[src/rtl/u_rca_pkg.sv]
// u_rca_pkg: shared sizing helpers for the pipelined ripple-carry adder.
// Offsets locate each stage boundary inside the flat inter-stage buses.
package u_rca_pkg;

    localparam int unsigned DEF_N      = 24;
    localparam int unsigned DEF_STAGES = 4;

    function automatic bit chunk_ok(int unsigned n, int unsigned s);
        return (n >= 2) && (s >= 1) && (s <= n) && ((n % s) == 0);
    endfunction

    function automatic int unsigned chunk_w(int unsigned n, int unsigned s);
        return (s == 0) ? n : n / s;
    endfunction

    // Bit offset of boundary k in the skewed upper-operand bus.
    function automatic int hi_off(int n, int s, int k);
        int acc;
        int cw;
        acc = 0;
        cw  = (s == 0) ? n : n / s;
        for (int j = 0; j < k; j++) begin
            acc += n - (j + 1) * cw;
        end
        return acc;
    endfunction

    function automatic int lo_off(int n, int s, int k);
        int acc;
        int cw;
        acc = 0;
        cw  = (s == 0) ? n : n / s;
        for (int j = 0; j < k; j++) begin
            acc += (j + 1) * cw;
        end
        return acc;
    endfunction

endpackage

[src/rtl/u_rca_stage.sv]
// u_rca_stage: one CW-bit ripple chunk with its pipeline registers,
// forwarding finished low sum bits and still-unused upper operand bits.
module u_rca_stage #(
    parameter int unsigned CW   = 6,
    parameter int unsigned LO_W = 0,
    parameter int unsigned HI_W = 18,
    localparam int unsigned LP  = (LO_W > 0) ? LO_W : 1,
    localparam int unsigned HP  = (HI_W > 0) ? HI_W : 1,
    localparam int unsigned OW  = LO_W + CW
) (
    input  logic          clk,
    input  logic          rst,
    input  logic          i_en,
    input  logic          i_valid,
    input  logic          i_cin,
    input  logic [CW-1:0] i_a,
    input  logic [CW-1:0] i_b,
    input  logic [LP-1:0] i_lo,
    input  logic [HP-1:0] i_hi_a,
    input  logic [HP-1:0] i_hi_b,
    output logic          o_valid,
    output logic          o_cout,
    output logic [OW-1:0] o_lo,
    output logic [HP-1:0] o_hi_a,
    output logic [HP-1:0] o_hi_b
);

    logic [CW-1:0] w_s;
    logic          w_c;
    logic [OW-1:0] w_lo_nx;
    logic          r_valid;
    logic          r_cout;
    logic [OW-1:0] r_lo;

    // Full-adder chain, LSB first.
    always_comb begin
        logic v_c;
        v_c = i_cin;
        w_s = '0;
        for (int i = 0; i < CW; i++) begin
            w_s[i] = i_a[i] ^ i_b[i] ^ v_c;
            v_c    = (i_a[i] & i_b[i]) | (v_c & (i_a[i] ^ i_b[i]));
        end
        w_c = v_c;
    end

    if (LO_W > 0) begin : g_lo
        assign w_lo_nx = {w_s, i_lo};
    end else begin : g_nolo
        logic w_unused_lo;
        assign w_unused_lo = ^i_lo;
        assign w_lo_nx     = w_s;
    end

    // Data only moves with a valid beat so the output holds its last result.
    always_ff @(posedge clk or posedge rst) begin
        if (rst) begin
            r_valid <= 1'b0;
            r_cout  <= 1'b0;
            r_lo    <= '0;
        end else if (i_en) begin
            r_valid <= i_valid;
            if (i_valid) begin
                r_cout <= w_c;
                r_lo   <= w_lo_nx;
            end
        end
    end

    if (HI_W > 0) begin : g_hi
        logic [HP-1:0] r_hi_a;
        logic [HP-1:0] r_hi_b;

        always_ff @(posedge clk or posedge rst) begin
            if (rst) begin
                r_hi_a <= '0;
                r_hi_b <= '0;
            end else if (i_en && i_valid) begin
                r_hi_a <= i_hi_a;
                r_hi_b <= i_hi_b;
            end
        end

        assign o_hi_a = r_hi_a;
        assign o_hi_b = r_hi_b;
    end else begin : g_nohi
        logic w_unused_hi;
        assign w_unused_hi = ^{i_hi_a, i_hi_b};
        assign o_hi_a      = '0;
        assign o_hi_b      = '0;
    end

    assign o_valid = r_valid;
    assign o_cout  = r_cout;
    assign o_lo    = r_lo;

endmodule

[src/rtl/u_rca_pipe.sv]
// u_rca_pipe: N-bit unsigned add/sub split into STAGES ripple chunks,
// carry registered between chunks, valid/ready with a global stall.
module u_rca_pipe
    import u_rca_pkg::*;
#(
    parameter int unsigned N      = DEF_N,
    parameter int unsigned STAGES = DEF_STAGES,
    localparam int unsigned CW    = chunk_w(N, STAGES)
) (
    input  logic         clk,
    input  logic         rst,
    input  logic         in_valid,
    output logic         in_ready,
    input  logic [N-1:0] in_a,
    input  logic [N-1:0] in_b,
    input  logic         in_sub,
    output logic         out_valid,
    input  logic         out_ready,
    output logic [N:0]   out_sum
);

    if (!chunk_ok(N, STAGES)) begin : g_bad
        $error("u_rca_pipe: need N>=2, 1<=STAGES<=N, N%%STAGES==0");
    end

    logic         w_adv;
    logic [N-1:0] w_b;

    assign w_adv    = !out_valid || out_ready;
    assign in_ready = w_adv;
    // Subtract as A + ~B + 1; the +1 is the stage-0 carry-in.
    assign w_b      = in_b ^ {N{in_sub}};

    if (STAGES == 1) begin : g_one
        logic w_unused_ha;
        logic w_unused_hb;

        u_rca_stage #(
            .CW  (N),
            .LO_W(0),
            .HI_W(0)
        ) u_st (
            .clk    (clk),
            .rst    (rst),
            .i_en   (w_adv),
            .i_valid(in_valid),
            .i_cin  (in_sub),
            .i_a    (in_a),
            .i_b    (w_b),
            .i_lo   (1'b0),
            .i_hi_a (1'b0),
            .i_hi_b (1'b0),
            .o_valid(out_valid),
            .o_cout (out_sum[N]),
            .o_lo   (out_sum[N-1:0]),
            .o_hi_a (w_unused_ha),
            .o_hi_b (w_unused_hb)
        );
    end else begin : g_multi
        localparam int HT = hi_off(N, STAGES, STAGES - 1);
        localparam int LT = lo_off(N, STAGES, STAGES - 1);

        logic [HT-1:0]     w_ha;
        logic [HT-1:0]     w_hb;
        logic [LT-1:0]     w_lo;
        logic [STAGES-1:0] w_v;
        logic [STAGES-1:0] w_c;

        for (genvar k = 0; k < STAGES; k++) begin : g_st
            localparam int LO  = k * CW;
            localparam int HI  = N - (k + 1) * CW;
            localparam int LP  = (LO > 0) ? LO : 1;
            localparam int HP  = (HI > 0) ? HI : 1;
            localparam int OHO = hi_off(N, STAGES, k);
            localparam int OLO = lo_off(N, STAGES, k);
            localparam int IHO = (k > 0) ? hi_off(N, STAGES, k - 1) : 0;
            localparam int ILO = (k > 0) ? lo_off(N, STAGES, k - 1) : 0;

            logic [CW-1:0]    w_ia;
            logic [CW-1:0]    w_ib;
            logic [LP-1:0]    w_ilo;
            logic [HP-1:0]    w_iha;
            logic [HP-1:0]    w_ihb;
            logic [HP-1:0]    w_oha;
            logic [HP-1:0]    w_ohb;
            logic [LO+CW-1:0] w_olo;
            logic             w_iv;
            logic             w_ic;

            if (k == 0) begin : g_in
                assign w_ia  = in_a[CW-1:0];
                assign w_ib  = w_b[CW-1:0];
                assign w_ilo = '0;
                assign w_iha = in_a[N-1:CW];
                assign w_ihb = w_b[N-1:CW];
                assign w_iv  = in_valid;
                assign w_ic  = in_sub;
            end else begin : g_mid
                assign w_ia  = w_ha[IHO +: CW];
                assign w_ib  = w_hb[IHO +: CW];
                assign w_ilo = w_lo[ILO +: LO];
                assign w_iv  = w_v[k-1];
                assign w_ic  = w_c[k-1];
                if (HI > 0) begin : g_skew
                    assign w_iha = w_ha[IHO+CW +: HI];
                    assign w_ihb = w_hb[IHO+CW +: HI];
                end else begin : g_top
                    assign w_iha = '0;
                    assign w_ihb = '0;
                end
            end

            u_rca_stage #(
                .CW  (CW),
                .LO_W(LO),
                .HI_W(HI)
            ) u_st (
                .clk    (clk),
                .rst    (rst),
                .i_en   (w_adv),
                .i_valid(w_iv),
                .i_cin  (w_ic),
                .i_a    (w_ia),
                .i_b    (w_ib),
                .i_lo   (w_ilo),
                .i_hi_a (w_iha),
                .i_hi_b (w_ihb),
                .o_valid(w_v[k]),
                .o_cout (w_c[k]),
                .o_lo   (w_olo),
                .o_hi_a (w_oha),
                .o_hi_b (w_ohb)
            );

            if (k == STAGES - 1) begin : g_out
                logic w_unused_oh;
                assign w_unused_oh = ^{w_oha, w_ohb};
                assign out_sum     = {w_c[k], w_olo};
                assign out_valid   = w_v[k];
            end else begin : g_fwd
                assign w_lo[OLO +: LO+CW] = w_olo;
                assign w_ha[OHO +: HI]    = w_oha;
                assign w_hb[OHO +: HI]    = w_ohb;
            end
        end
    end

endmodule

[config.mk]
export PLATFORM = sky130hd
export DESIGN_NAME = u_rca_pipe
export DESIGN_NICKNAME = d
export VERILOG_FILES = /design/src/rtl/u_rca_pkg.sv /design/src/rtl/u_rca_stage.sv /design/src/rtl/u_rca_pipe.sv
export SDC_FILE = /design/constraint.sdc
export NUM_CORES = 1
export LEC_CHECK = 0
export CAP_MARGIN = 20
export CORE_ASPECT_RATIO = 0.6
export CORE_MARGIN = 2
export CORE_UTILIZATION = 55
export CTS_CLUSTER_SIZE = 30
export DETAILED_ROUTE_END_ITERATION = 8
export PLACE_DENSITY = 0.8
export SLEW_MARGIN = 20
export SYNTH_ARGS = -nofsm -noshare
export SYNTH_HDL_FRONTEND = slang
export SYNTH_SLANG_ARGS = --single-unit
[constraint.sdc]
create_clock -name clk -period 6.35 [get_ports clk]
set_clock_uncertainty 0.1 [all_clocks]
set_input_delay 1.27 -clock clk [delete_from_list [all_inputs] [get_ports clk]]
set_output_delay 1.27 -clock clk [all_outputs]
set_load 0.1 [all_outputs]
* Word-level counts from Yosys, hierarchy flattened *
Cells that the tools add are included.

operators by class
  bitwise logic cells = 121
  reduce and logical (&&, ||, !) cells = 9

operators by type and width
  operator             number
  $and A1 B1 Y1        48
  $xor A1 B1 Y1        48
  $or A1 B1 Y1         24
  $xor A24 B24 Y24     1
  $reduce_and A2 Y1    4
  $logic_and A1 B1 Y1  3
  $logic_not A1 Y1     1
  $logic_or A1 B1 Y1   1

storage, ports and cells
  output and inout bits = 27
  bits in registers = 140

* Longest topological paths before layout *
  depth after elaboration = 14
  mapped depth = 11

* Cells and area by module *
Synthesis repeated with hierarchy kept, for this count alone.

second synthesis, totals
  cells, all modules = 400
  area total of the unflattened synthesis = 6,558.8 sq um

by module, submodules not included
  module                              sequential area each (sq um)  area each (sq um)  cells each  times used
  u_rca_stage (g_multi.g_st[0].u_st)  1,101.1                       1,944.4            111         1
  u_rca_stage (g_multi.g_st[1].u_st)  950.9                         1,677.9            98          1
  u_rca_stage (g_multi.g_st[2].u_st)  800.8                         1,453.9            86          1
  u_rca_stage (g_multi.g_st[3].u_st)  650.6                         1,211.2            76          1
  u_rca_pipe                          0.0                           271.5              29          1

* Worst setup path before layout *
Ideal clock, no wire load.

  path type = input -> register
  start = in in_sub
  end = reg g_multi.g_st[0].u_st.r_lo[5]
  arrival time = 3,924 ps
  setup time = 125 ps
  cell stages on the path = 11
  setup slack = 2,202 ps
  required time = 6,125 ps
  cells stage by stage = buf_2 buf_2 xor2_1 fa_1 inv_1 fa_1 fa_1 fa_1 inv_1 fa_1 mux2_2

on the way
  cells in the longest elaborated chain, start to end = 13

RTL lines
  item                                 line               text
  start, declared                      u_rca_pipe.sv:16   input logic in_sub,
  $xor A24 B24 Y24                     u_rca_pipe.sv:32   assign w_b = in_b ^ {N{in_sub}};
  $xor A1 B1 Y1                        u_rca_stage.sv:42  v_c = (i_a[i] & i_b[i]) | (v_c & (i_a[i] ^ i_b[i]));
  $and A1 B1 Y1                        u_rca_stage.sv:42
  $or A1 B1 Y1                         u_rca_stage.sv:42
  $and A1 B1 Y1                        u_rca_stage.sv:42
  $or A1 B1 Y1                         u_rca_stage.sv:42
  $and A1 B1 Y1                        u_rca_stage.sv:42
  $or A1 B1 Y1                         u_rca_stage.sv:42
  $and A1 B1 Y1                        u_rca_stage.sv:42
  $or A1 B1 Y1                         u_rca_stage.sv:42
  $and A1 B1 Y1                        u_rca_stage.sv:42
  $or A1 B1 Y1                         u_rca_stage.sv:42
  $xor A1 B1 Y1 (*)                    u_rca_stage.sv:41  w_s[i] = i_a[i] ^ i_b[i] ^ v_c;
  via g_multi.g_st[0].u_st.w_lo_nx[5]  u_rca_stage.sv:30  logic [OW-1:0] w_lo_nx;
  end signal, assigned                 u_rca_stage.sv:65  r_lo <= w_lo_nx;
  end, declared                        u_rca_stage.sv:33  logic [OW-1:0] r_lo;

The timed path passes the listed nets; every way through them passes the cells marked *.
A chain may end at the register's enable or synchronous reset.

* Worst setup path in the final report *
  start = in out_ready
  end = out in_ready

on the way
  cells in the longest elaborated chain, start to end = 1

RTL lines
  item                line              text
  start, declared     u_rca_pipe.sv:18  input logic out_ready,
  $logic_or A1 B1 Y1  u_rca_pipe.sv:29  assign w_adv = !out_valid || out_ready;
  end, declared       u_rca_pipe.sv:13  output logic in_ready,

Every way passes these cells.

==> out/metrics.cfg <==
[clocking]
clkTransAtPathRegs_ns = 0.06
cts_sinks = 140
postCtsHoldBufs = 0
clk_latency_ns = 0.41
cts_tree = done
cts-root-buf = clkbuf_16
clockBufferDepth = 2
cts_resized = 0
cts_buffers = 17
htree_levels = 4
postCtsSetupBuffers = 0

[detailed_routing]
first_pass_iters = 4
dr_wl_met2_um = 5404
vias_per_cell = 5.327
top_layer_used = met4
drt-met1-wl_um = 5316
totalWireLength_um = 11250
vias = 3457
final_antenna_net_count = 0
wl_met3_um = 433
remaining_drc_errors = 0
drtIter0Drc = 158
wire_per_inst_um = 17.33

[power]
leakagePower_nw = 3.252
powerDensity_mw_per_mm2 = 602.1
ir_drop_uv = 524.3

[timing]
rsz0062_at_grt = no
fin_crit_ns = 4.814
max_freq_mhz = 207.7
fin_setup_tns_ns = 0
maxSlewHeadroom_pct = 34.47
slew_viol_final = 0
worstMarginPinSlew_ns = 0.9794
finalHoldViolations = 0
period_share_pct = 75.82
setup_viol = 0

[cells_and_area]
finalNetCount = 573
stdcell_count = 649
drive_gt1_share_pct = 28.63
antenna_cells = 0
syn_to_final_growth_pct = 25.15

[setup_path]
critPathLaunchType = input port
path_max_fanout = 45
rr_worst_depth = 10
path_delay_family = buffers and inverters
crit_type = input port to output pin
worst_ep_arrival_time_ns = 3.44
cp_common_cell = clkdlybuf4s50_1
rrSetupSlack_ns = 2.95
cpPeakStageDelay_ns = 1.24
slowest_stage = clkdlybuf4s50_1
crit_chain = clkdlybuf4s50_1, nand2b_4, clkdlybuf4s50_1
r2r_end = g_multi.g_st[2].u_st.o_lo[17]
worstSetupEndpointType = output pin
worstPathRequired_ns = 4.98
critPathBufInv = 2
r2r-start = g_multi.g_st[1].u_st.o_hi_b[0]

[global_routing]
grt_first_pass_wirelength_um = 18960
antenna_found_initial = 0
grt_max_degree = 84
grt_remaining_overflow = 0
grt_pass1_vias = 3723
grt_use_total_pct = 20.87

[logic_synthesis]
synth_warnings = 0
yosys-top-cells-area = dfrtp_1 (58%), mux2_2 (17%), fa_1 (7.6%), a21oi_1 (3.8%), mux2_4 (3.5%)
synth_top_cell_area_share_pct = 57.68
syn_avg_cell_area_um2 = 14.46
ys_types = 20
yosys.area.top_type = dfrtp_1
yosysSeqAreaShare_pct = 57.68
syn_nets = 496
netlist_area_mm2 = 0.006073
synthCells = 420
ys_ff_latch = 140

[die]
rows = 29
fp.dieArea_mm2 = 0.01193
die_w_um = 139.7
num_io_pins = 80
initial_core_util_pct = 56.93
die_y_um = 85.40
core_mm2 = 0.01067

[placed_design]
dp_hpwl_um = 7016
port_buffers = 79
placed_cells = 617
place.gp.congestion = 0.7286

[worst_hold_path]
hp-class = flop to flop
hold_depth = 1
whs_endpoint = g_multi.g_st[1].u_st.o_hi_b[8]
hp-start = g_multi.g_st[1].u_st.o_hi_b[8]

[run]
max_cap_violations = 0

[outcome]
status = complete, no violations

[metal layers]
layer | GRT usage, % | up-vias
li1 | - | 1578
met1 | 28.48 | 1790
met2 | 34.00 | 77
met3 | 5.361 | 12
met4 | 5.818 | 0
met5 | 0 | -
[cells in the final DEF (no fill, tap or decap), drive strengths merged, types with 4 or more instances in the layout]
| cell type | n |
|---|---|
| dfrtp | 140 |
| nand2 | 4 |
| clkdlybuf4s50 | 79 |
| mux2 | 105 |
| xnor2 | 20 |
| a31oi | 6 |
| nand3 | 4 |
| bufinv | 6 |
| o21ai | 6 |
| buf | 4 |
| a21oi | 46 |
| clkbuf | 18 |
| inv | 32 |
| clkinv | 5 |
| xor2 | 4 |
| fa | 23 |
[power breakdown]
| part | total [mW] | internal, mW | switching (mW) |
|---|---|---|---|
| clock network | 1.12 | 0.748 | 0.375 |
| logic | 1.91 | 0.749 | 1.16 |
| registers | 1.55 | 1.30 | 0.244 |
[cells in the mapped netlist]
library cell / number
mux2_2: 91
and2_4: 1
xor2_1: 4
inv_1: 32
o21ai_0: 6
nand2_1: 3
mux2_4: 14
mux2i_1: 3
buf_2: 11
clkbuf_1: 7
fa_1: 23
nand2b_4: 1
buf_6: 6
a21oi_1: 46
a31oi_1: 6
dfrtp_1: 140
nand3_1: 4
xnor2_1: 20
buf_4: 1
nand2_2: 1
[registers in the layout (all words and copies together), names as in the netlist]
register and cells:
g_multi.g_st.u_st.o_hi_b 36, g_multi.g_st.u_st.o_cout 4, g_multi.g_st.u_st.o_lo 60, g_multi.g_st.u_st.o_hi_a 36
g_multi.g_st.u_st.o_valid 4
[metrics by stage]
stage          hold slack, ns  util (%)  area [um2]  setup WS (ns)  power (mW)
4_1_cts                0.4025     71.25        7601          1.550       4.618
6_report               0.3978     71.25        7601          1.536       4.577
3_5_place_dp           0.3901     64.86        6919          1.376       3.453
2_1_floorplan          0.3750         -        6073          1.227       2.999
3_3_place_gp           0.3820     64.84        6917          1.501       3.376
5_1_grt                0.4170     71.25        7601          1.499       4.836
[how the worst max path moves through the flow]
stage / start / end / slack (ns) / cells after the start
2_1_floorplan: rst / g_multi.g_st[0].u_st.o_cout / 1.23 / 1
3_3_place_gp: in_sub / g_multi.g_st[0].u_st.o_lo[5] / 1.50 / 10
3_5_place_dp: in_sub / g_multi.g_st[0].u_st.o_lo[5] / 1.38 / 10
4_1_cts: out_ready / in_ready / 1.55 / 3
5_1_grt: out_ready / in_ready / 1.50 / 3
6_report: out_ready / in_ready / 1.54 / 3
[kinds of logic after synthesis]
family / share of synthesized area, %
flops: 57.68
mux: 20.83
compound gates: 4.903
buf+inv: 4.553
xor+xnor: 3.461
fa+ha+maj: 7.581
simple gates: 0.9889
[cell type report]
type | instances | area [um2]
repair buffers | 83 | 820.8
clock inverters | 14 | 242.7
inverters | 32 | 125.1
multi-input cells | 223 | 2296
clock buffers | 18 | 439.2
well taps | 139 | 173.9
flip-flops and latches | 140 | 3503
fillers | 710 | 3067
Note: power is estimated with default switching activity, not from simulation.
